`src/rtl/prog_delay_line.sv`:
```
// prog_delay_line: multi-channel delay line with a run-time delay setting and a flush/settle FSM.
// Optional feature: define PROG_DELAY_LINE_CLR_DATA_EN to zero data on reset/flush and gate out_data.
module prog_delay_line #(
    parameter int WIDTH         = 8,
    parameter int NUM_CH        = 4,
    parameter int MAX_DELAY     = 8,
    parameter int DEFAULT_DELAY = 4,
    localparam int DW           = $clog2(MAX_DELAY + 1)
) (
    input  logic                    clk,
    input  logic                    reset,
    input  logic                    en,
    input  logic [DW-1:0]           delay_sel,
    input  logic                    in_valid,
    input  logic [NUM_CH*WIDTH-1:0] in_data,
    output logic                    out_valid,
    output logic [NUM_CH*WIDTH-1:0] out_data,
    output logic [DW-1:0]           delay_cur,
    output logic                    busy
);

    localparam int TW = NUM_CH * WIDTH;
    localparam logic [0:0] RUN    = 1'b0;
    localparam logic [0:0] SETTLE = 1'b1;
    localparam logic [DW-1:0] MAX_D = DW'(MAX_DELAY);
    localparam logic [DW-1:0] DEF_D = DW'(DEFAULT_DELAY);

    logic [0:0]    state_reg;
    logic [DW-1:0] cnt_reg;
    logic [DW-1:0] delay_cur_reg;
    logic [DW-1:0] sel_clamped;
    logic          flush;
    logic          stage_valid [MAX_DELAY];
    logic [TW-1:0] stage_data  [MAX_DELAY];
    logic          sel_valid;
    logic [TW-1:0] sel_data;

    assign sel_clamped = (delay_sel > MAX_D) ? MAX_D : delay_sel;
    // Any change of the requested delay flushes, regardless of en or state.
    assign flush       = (sel_clamped != delay_cur_reg);

    always_ff @(posedge clk or negedge reset) begin
        if (!reset) begin
            state_reg     <= RUN;
            cnt_reg       <= '0;
            delay_cur_reg <= DEF_D;
        end else if (flush) begin
            delay_cur_reg <= sel_clamped;
            cnt_reg       <= sel_clamped;
            state_reg     <= (sel_clamped == '0) ? RUN : SETTLE;
        end else if (en && state_reg == SETTLE) begin
            cnt_reg <= cnt_reg - DW'(1);
            if (cnt_reg == DW'(1)) begin
                state_reg <= RUN;
            end
        end
    end

    genvar gi;
    generate
        for (gi = 0; gi < MAX_DELAY; gi++) begin : g_stage
            logic          valid_reg;
            logic [TW-1:0] data_reg;
            logic          prev_valid;
            logic [TW-1:0] prev_data;

            if (gi == 0) begin : g_head
                assign prev_valid = in_valid;
                assign prev_data  = in_data;
            end else begin : g_tail
                assign prev_valid = stage_valid[gi-1];
                assign prev_data  = stage_data[gi-1];
            end

            always_ff @(posedge clk or negedge reset) begin
                if (!reset) begin
                    valid_reg <= 1'b0;
                end else if (flush) begin
                    valid_reg <= 1'b0;
                end else if (en) begin
                    valid_reg <= prev_valid;
                end
            end

`ifdef PROG_DELAY_LINE_CLR_DATA_EN
            always_ff @(posedge clk or negedge reset) begin
                if (!reset) begin
                    data_reg <= '0;
                end else if (flush) begin
                    data_reg <= '0;
                end else if (en) begin
                    data_reg <= prev_data;
                end
            end
`else
            // Data carries no reset; only the valid bits qualify it.
            always_ff @(posedge clk) begin
                if (en && !flush) begin
                    data_reg <= prev_data;
                end
            end
`endif

            assign stage_valid[gi] = valid_reg;
            assign stage_data[gi]  = data_reg;
        end
    endgenerate

    always_comb begin
        sel_valid = 1'b0;
        sel_data  = '0;
        for (int i = 0; i < MAX_DELAY; i++) begin
            if (delay_cur_reg == DW'(i + 1)) begin
                sel_valid = stage_valid[i];
                sel_data  = stage_data[i];
            end
        end
    end

    always_comb begin
        out_valid = 1'b0;
        out_data  = '0;
        if (delay_cur_reg == '0) begin
            out_valid = in_valid;
            out_data  = in_data;
        end else begin
            out_valid = sel_valid && (state_reg == RUN);
`ifdef PROG_DELAY_LINE_CLR_DATA_EN
            out_data  = out_valid ? sel_data : '0;
`else
            out_data  = sel_data;
`endif
        end
    end

    assign delay_cur = delay_cur_reg;
    assign busy      = (state_reg == SETTLE);

endmodule

```
`config.mk`:
```
export PLATFORM = sky130hd
export DESIGN_NAME = prog_delay_line
export DESIGN_NICKNAME = d
export VERILOG_FILES = /design/src/rtl/prog_delay_line.sv
export SDC_FILE = /design/constraint.sdc
export NUM_CORES = 1
export LEC_CHECK = 0
export ABC_AREA = 1
export CAP_MARGIN = 10
export CORE_MARGIN = 1.5
export CORE_UTILIZATION = 35
export CTS_CLUSTER_DIAMETER = 80
export DETAILED_ROUTE_END_ITERATION = 6
export SLEW_MARGIN = 10
export SYNTH_ARGS = -nofsm -noshare
export SYNTH_HDL_FRONTEND = slang
export SYNTH_SLANG_ARGS = --single-unit
export TNS_END_PERCENT = 30
```
`constraint.sdc`:
```
create_clock -name clk -period 25.2 [get_ports clk]
set_input_delay 5.04 -clock clk [delete_from_list [all_inputs] [get_ports clk]]
set_output_delay 5.04 -clock clk [all_outputs]
set_load 0.005 [all_outputs]
```
### Word-level counts from Yosys, hierarchy flattened

Index checks and enable logic that the tools add are counted.

| word-level totals | value |
|---|---|
| logic and storage cells | 83 |
| bits of input ports | 40 |
| output and inout port bits | 38 |
| flip-flop bits (word level) | 273 |

| cells by class | value |
|---|---|
| mux-type cells | 41 |
| magnitude comparators | 1 |
| $add $sub $neg | 1 |
| reduce and logical (&&, ||, !) cells | 10 |
| eq/ne operators | 10 |
| bitwise gates (word level) | 1 |

Operators with widths:

| kind | number |
|---|---|
| 32-bit two-way mux | 9 |
| 1-bit two-way mux | 29 |
| 4-bit by 3-bit == test with 1-bit output (second input constant) | 4 |
| 4-bit two-way mux | 3 |
| 4-bit by 1-bit == test with 1-bit output (second input constant) | 2 |
| 4-bit by 2-bit == test with 1-bit output (second input constant) | 2 |
| 4-bit logical NOT | 2 |
| 2-bit nonzero test | 3 |
| 4-bit == test (second input constant) | 1 |
| 4-bit greater-than comparator (second input constant) | 1 |
| 4-bit != test | 1 |
| 4-bit by 1-bit subtractor with 4-bit output (second input constant) | 1 |
| 1-bit logical AND | 3 |
| 2-bit AND reduction | 1 |
| 1-bit logical NOT | 1 |
| 1-bit inverter | 1 |

### Depth between registers and ports, before layout

| logic depth | value |
|---|---|
| depth after elaboration | 11 |
| mapped depth | 12 |
| mapped depth without buffers | 11 |

### Worst setup path before layout

Ideal clock, no wire load.

| path | value |
|---|---|
| path type | in2reg |
| from | in delay_sel[0] |
| to | reg g_stage[0].data_reg[0] (enable) |
| arrival | 12165 ps |
| stages | 9 |
| path slack | 12358 ps |
| setup time | 677 ps |
| cells stage by stage | nor2_1 nand2_1 nand2_1 nand2_1 nand2_1 nand2_1 nor2_2 inv_1 nor2_2 |

| between the ends | value |
|---|---|
| word-level cells in the longest chain between the ends | 5 |

Ends and longest elaborated chain:

| element | line | source |
|---|---|---|
| start, declared | 13 | `input logic [DW-1:0] delay_sel,` |
| 4-bit greater-than comparator | 38 | `assign sel_clamped = (delay_sel > MAX_D) ? MAX_D : delay_sel;` |
| 4-bit two-way mux * | 38 |  |
| 4-bit != test * | 40 | `assign flush = (sel_clamped != delay_cur_reg);` |
| 1-bit logical NOT * | 98 | `if (en && !flush) begin` |
| 1-bit logical AND * | 98 |  |
| end signal, assigned | 99 | `data_reg <= prev_data;` |
| end, declared | 63 | `logic [TW-1:0] data_reg;` |

Every way passes the cells marked *; elsewhere a longest branch is shown, timed or not.
A chain may end at the register's enable or synchronous reset.

### Final worst setup path

| path | value |
|---|---|
| from | in in_data[0] |
| to | out out_data[0] |

| between the ends | value |
|---|---|
| word-level cells in the longest chain between the ends | 1 |

Ends and longest elaborated chain:

| element | line | source |
|---|---|---|
| start, declared | 15 | `input logic [NUM_CH*WIDTH-1:0] in_data,` |
| 32-bit two-way mux | 123 | `if (delay_cur_reg == '0) begin` |
| end, declared | 17 | `output logic [NUM_CH*WIDTH-1:0] out_data,` |

No other way between the ends.

==> results by group <==
Run status
  – Status: complete, no violations

Synth
  – Post-synth top area share: 0.697
  – Sequential share of the synthesized area: 0.736
  – #FFs+latches synth: 273
  – Syn Nets: 969
  – Number of flops mapped to enable cells by yosys: 256
  – Mapped Cells: 927
  – Ys Warns: 0
  – Top-count cell post-synth: nand2_1
  – Synth cell count leaders: nand2_1 (260), edfxtp_1 (256), nand3_1 (115), nor2_1 (69), inv_1 (64)
  – Post-synth top flop: edfxtp_1
  – Syn avg cell area: 11.9 um^2
  – Post-synthesis cell area: 11000 um^2
  – Yosys top cell by area: edfxtp_1
  – Distinct cells, synth: 31
  – Post-synth ARST share: 0.0623
  – Main area contributors after synthesis: edfxtp_1 (70%), nand2_1 (8.8%), nand3_1 (5.2%), dfrtp_1 (3.6%), nor2_1 (2.3%)

GRT
  – Tot GR Track Use: 0.149
  – Vias in the first global route: 6850
  – Largest net degree at the start of global routing: 87
  – Initial antenna violation count: 1
  – First-pass GRT wire length: 38600 um
  – Overflow after GRT: 0

Routing
  – Post-DR wirelength/cell: 16.9 um
  – Drt pass-1 iters: 7
  – Via count: 6882
  – Starting DRC count in detailed routing: 639
  – Drt drc: 0
  – Post-DRT Antenna Nets: 0
  – Vias/cell: 4.84
  – Routed wire length: 24100 um

Clock tree
  – Root buf cell: clkbuf_16
  – Maximum buffer depth of the clock tree: 3
  – Post-CTS setup buffers: 0
  – Clock latency on the worst-skew pair: 0.55 ns
  – Worst-path clk slew: 0.06 ns
  – CTS Buf Count: 28
  – Number of H-tree levels: 1
  – TritonCTS clock tree: yes
  – CTS Hold Bufs: 0
  – Clk sinks: 273
  – Post-cts sizing count: 0

STA
  – Final hold violations: 0
  – Slew headroom: 0.260
  – F_max: 87.5 MHz
  – Setup violations, final: 0
  – Hold_ws: 0.438 ns
  – Tcrit/Tclk final: 0.453
  – Clock Skews: 0.00614 ns
  – Period minus WS final: 11.42 ns
  – Max Slew Vio Count: 0
  – Slew @ Worst Pin: 1.11 ns
  – Setup TNS: 0 ns
  – Unrepaired setup endpoints after global routing: no

Placed design
  – RD Place Congestion: 0.726
  – Port Buf Inserts: 77
  – DP HPWL: 13600 um
  – Post-DP Area: 12200 um^2

Hold path
  – Hold Path Cell Cnt: 0
  – Hold path startpoint: g_stage[5].data_reg[8]
  – Worst Hold Class: flop to flop
  – Worst Hold Path EP: g_stage[6].data_reg[8]

Power
  – Static leakage: 4.76 nW
  – Peak VDD IR: 0.0000631 V
  – PwrDens: 77.6 nW/um^2
  – Tot Pwr: 1.02 mW

Worst setup path
  – CP Launch Type: primary input
  – Crit. End Element: output port
  – Critical Path RT: 20.16 ns
  – Buffers & Inverters on Critical Path: 2
  – Most frequent CP cell: clkdlybuf4s50_1
  – R2R setup slack: 20.38 ns
  – Worst R2R Start: delay_cur[1]
  – Top delay family on crit path: buffers and inverters
  – Crit-path slowest cell: clkdlybuf4s50_1
  – Largest stage delay, worst path: 0.56 ns
  – Max FO, Critical Path: 2
  – Worst Reg2Reg Path Length in Cells: 8
  – Worst path cell trace: clkdlybuf4s50_1 > nand2_1 > nand3_1 > clkdlybuf4s50_1
  – CP Class: primary input to output port
  – Worst EP arrival: 6.38 ns
  – FF-to-FF End: g_stage[3].data_reg[0]

Layout
  – FF/Latch Area: 8110 um^2
  – Max reg flops: 256
  – Share of cells above drive strength 1: 0.0712
  – Fill count: 2823
  – Post-route cell area: 13100 um^2
  – Nets: 1046
  – Layout Area Growth over Synthesis: 19.1%
  – Area of the multi-input gates: 2470 um^2

Floorplan
  – Num rows: 64
  – Starting Density: 0.358
  – Core footprint: 30800 um^2
  – DIE AREA: 32600 um^2
  – I/O Pins: 78
  – Die H: 181 um
  – Die span in x: 181 um

Flow run
  – Max-cap viol count: 0
-- area by class of cell --
class,count,area share
diodes,1,0.000190
clock buffers,32,0.0561
clock inverters,20,0.0169
inverters,72,0.0206
multi-input cells,545,0.188
flip-flops and latches,273,0.618
well taps,396,0.0377
repair buffers,84,0.0627
-- worst reg2reg max path, stage by stage, from the launching register on --
cell and delay (ns):
dfrtp_1 0.58, inv_2 0.10, nand2_1 0.11, nand4_2 0.17, nor2_2 0.67, inv_1 0.23, nor2_4 0.67, buf_4 0.95
buf_4 0.93
-- cell families (layout without fill, tap and decap cells) --
logic type	count (synthesis)	after routing	share of synthesized area
and+or+nand+nor	502	502	0.199
DFF	273	273	0.736
buffers and inverters	109	208	0.0425
AOI/OAI and AO/OA	38	38	0.0178
xor gates and xnor gates	3	3	0.00238
adders and majority gates	2	2	0.00227
other	0	1	0
-- where the power goes --
group          leakage [nW]  total [mW]  internal, mW  switching [mW]
clock network         0.466       0.437         0.260           0.177
logic                  1.75      0.0659        0.0270          0.0389
registers              2.54       0.516         0.509         0.00691
total                  4.76        1.02         0.796           0.223
-- layer usage --
layer / part of all wire / up-vias / track usage
li1: - / 3357 / -
met1: 0.49 / 3331 / 0.220
met2: 0.44 / 154 / 0.230
met3: 0.044 / 40 / 0.0216
met4: 0.024 / 0 / 0.0383
met5: 0 / - / 0
-- worst max path at each step --
stage | startpoint | endpoint | cells after the start
3_5_place_dp | in_data[0] | out_data[0] | 4
3_3_place_gp | in_data[0] | out_data[0] | 4
5_1_grt | in_data[0] | out_data[0] | 4
2_1_floorplan | delay_sel[0] | g_stage[0].data_reg[0] | 9
4_1_cts | in_data[0] | out_data[0] | 4
6_report | in_data[0] | out_data[0] | 4
-- cells in the final DEF (no fill, tap or decap), types with 5 or more instances in the layout --
cell type        instances
nand2_1                260
edfxtp_1               256
nand3_1                115
clkdlybuf4s50_1         77
nor2_1                  68
inv_1                   64
nand4_1                 35
clkbuf_16               29
a21oi_1                 23
dfrtp_1                 16
o21ai_0                 11
nor2_4                   8
clkinv_1                 8
inv_2                    7
or2_0                    7
buf_4                    7
clkinv_2                 6
bufinv_16                5
-- per-stage QoR --
| step | cells | setup slack [ns] | util |
|---|---|---|---|
| floorplan | 927 | 12.36 | - |
| global placement | 1370 | 13.80 | 0.395 |
| detailed placement | 1370 | 13.79 | 0.395 |
| CTS | 1422 | 13.78 | 0.426 |
| global route | 1423 | 13.73 | 0.426 |
| finish | 1423 | 13.78 | 0.426 |
Power figures use the tool's default switching activity.
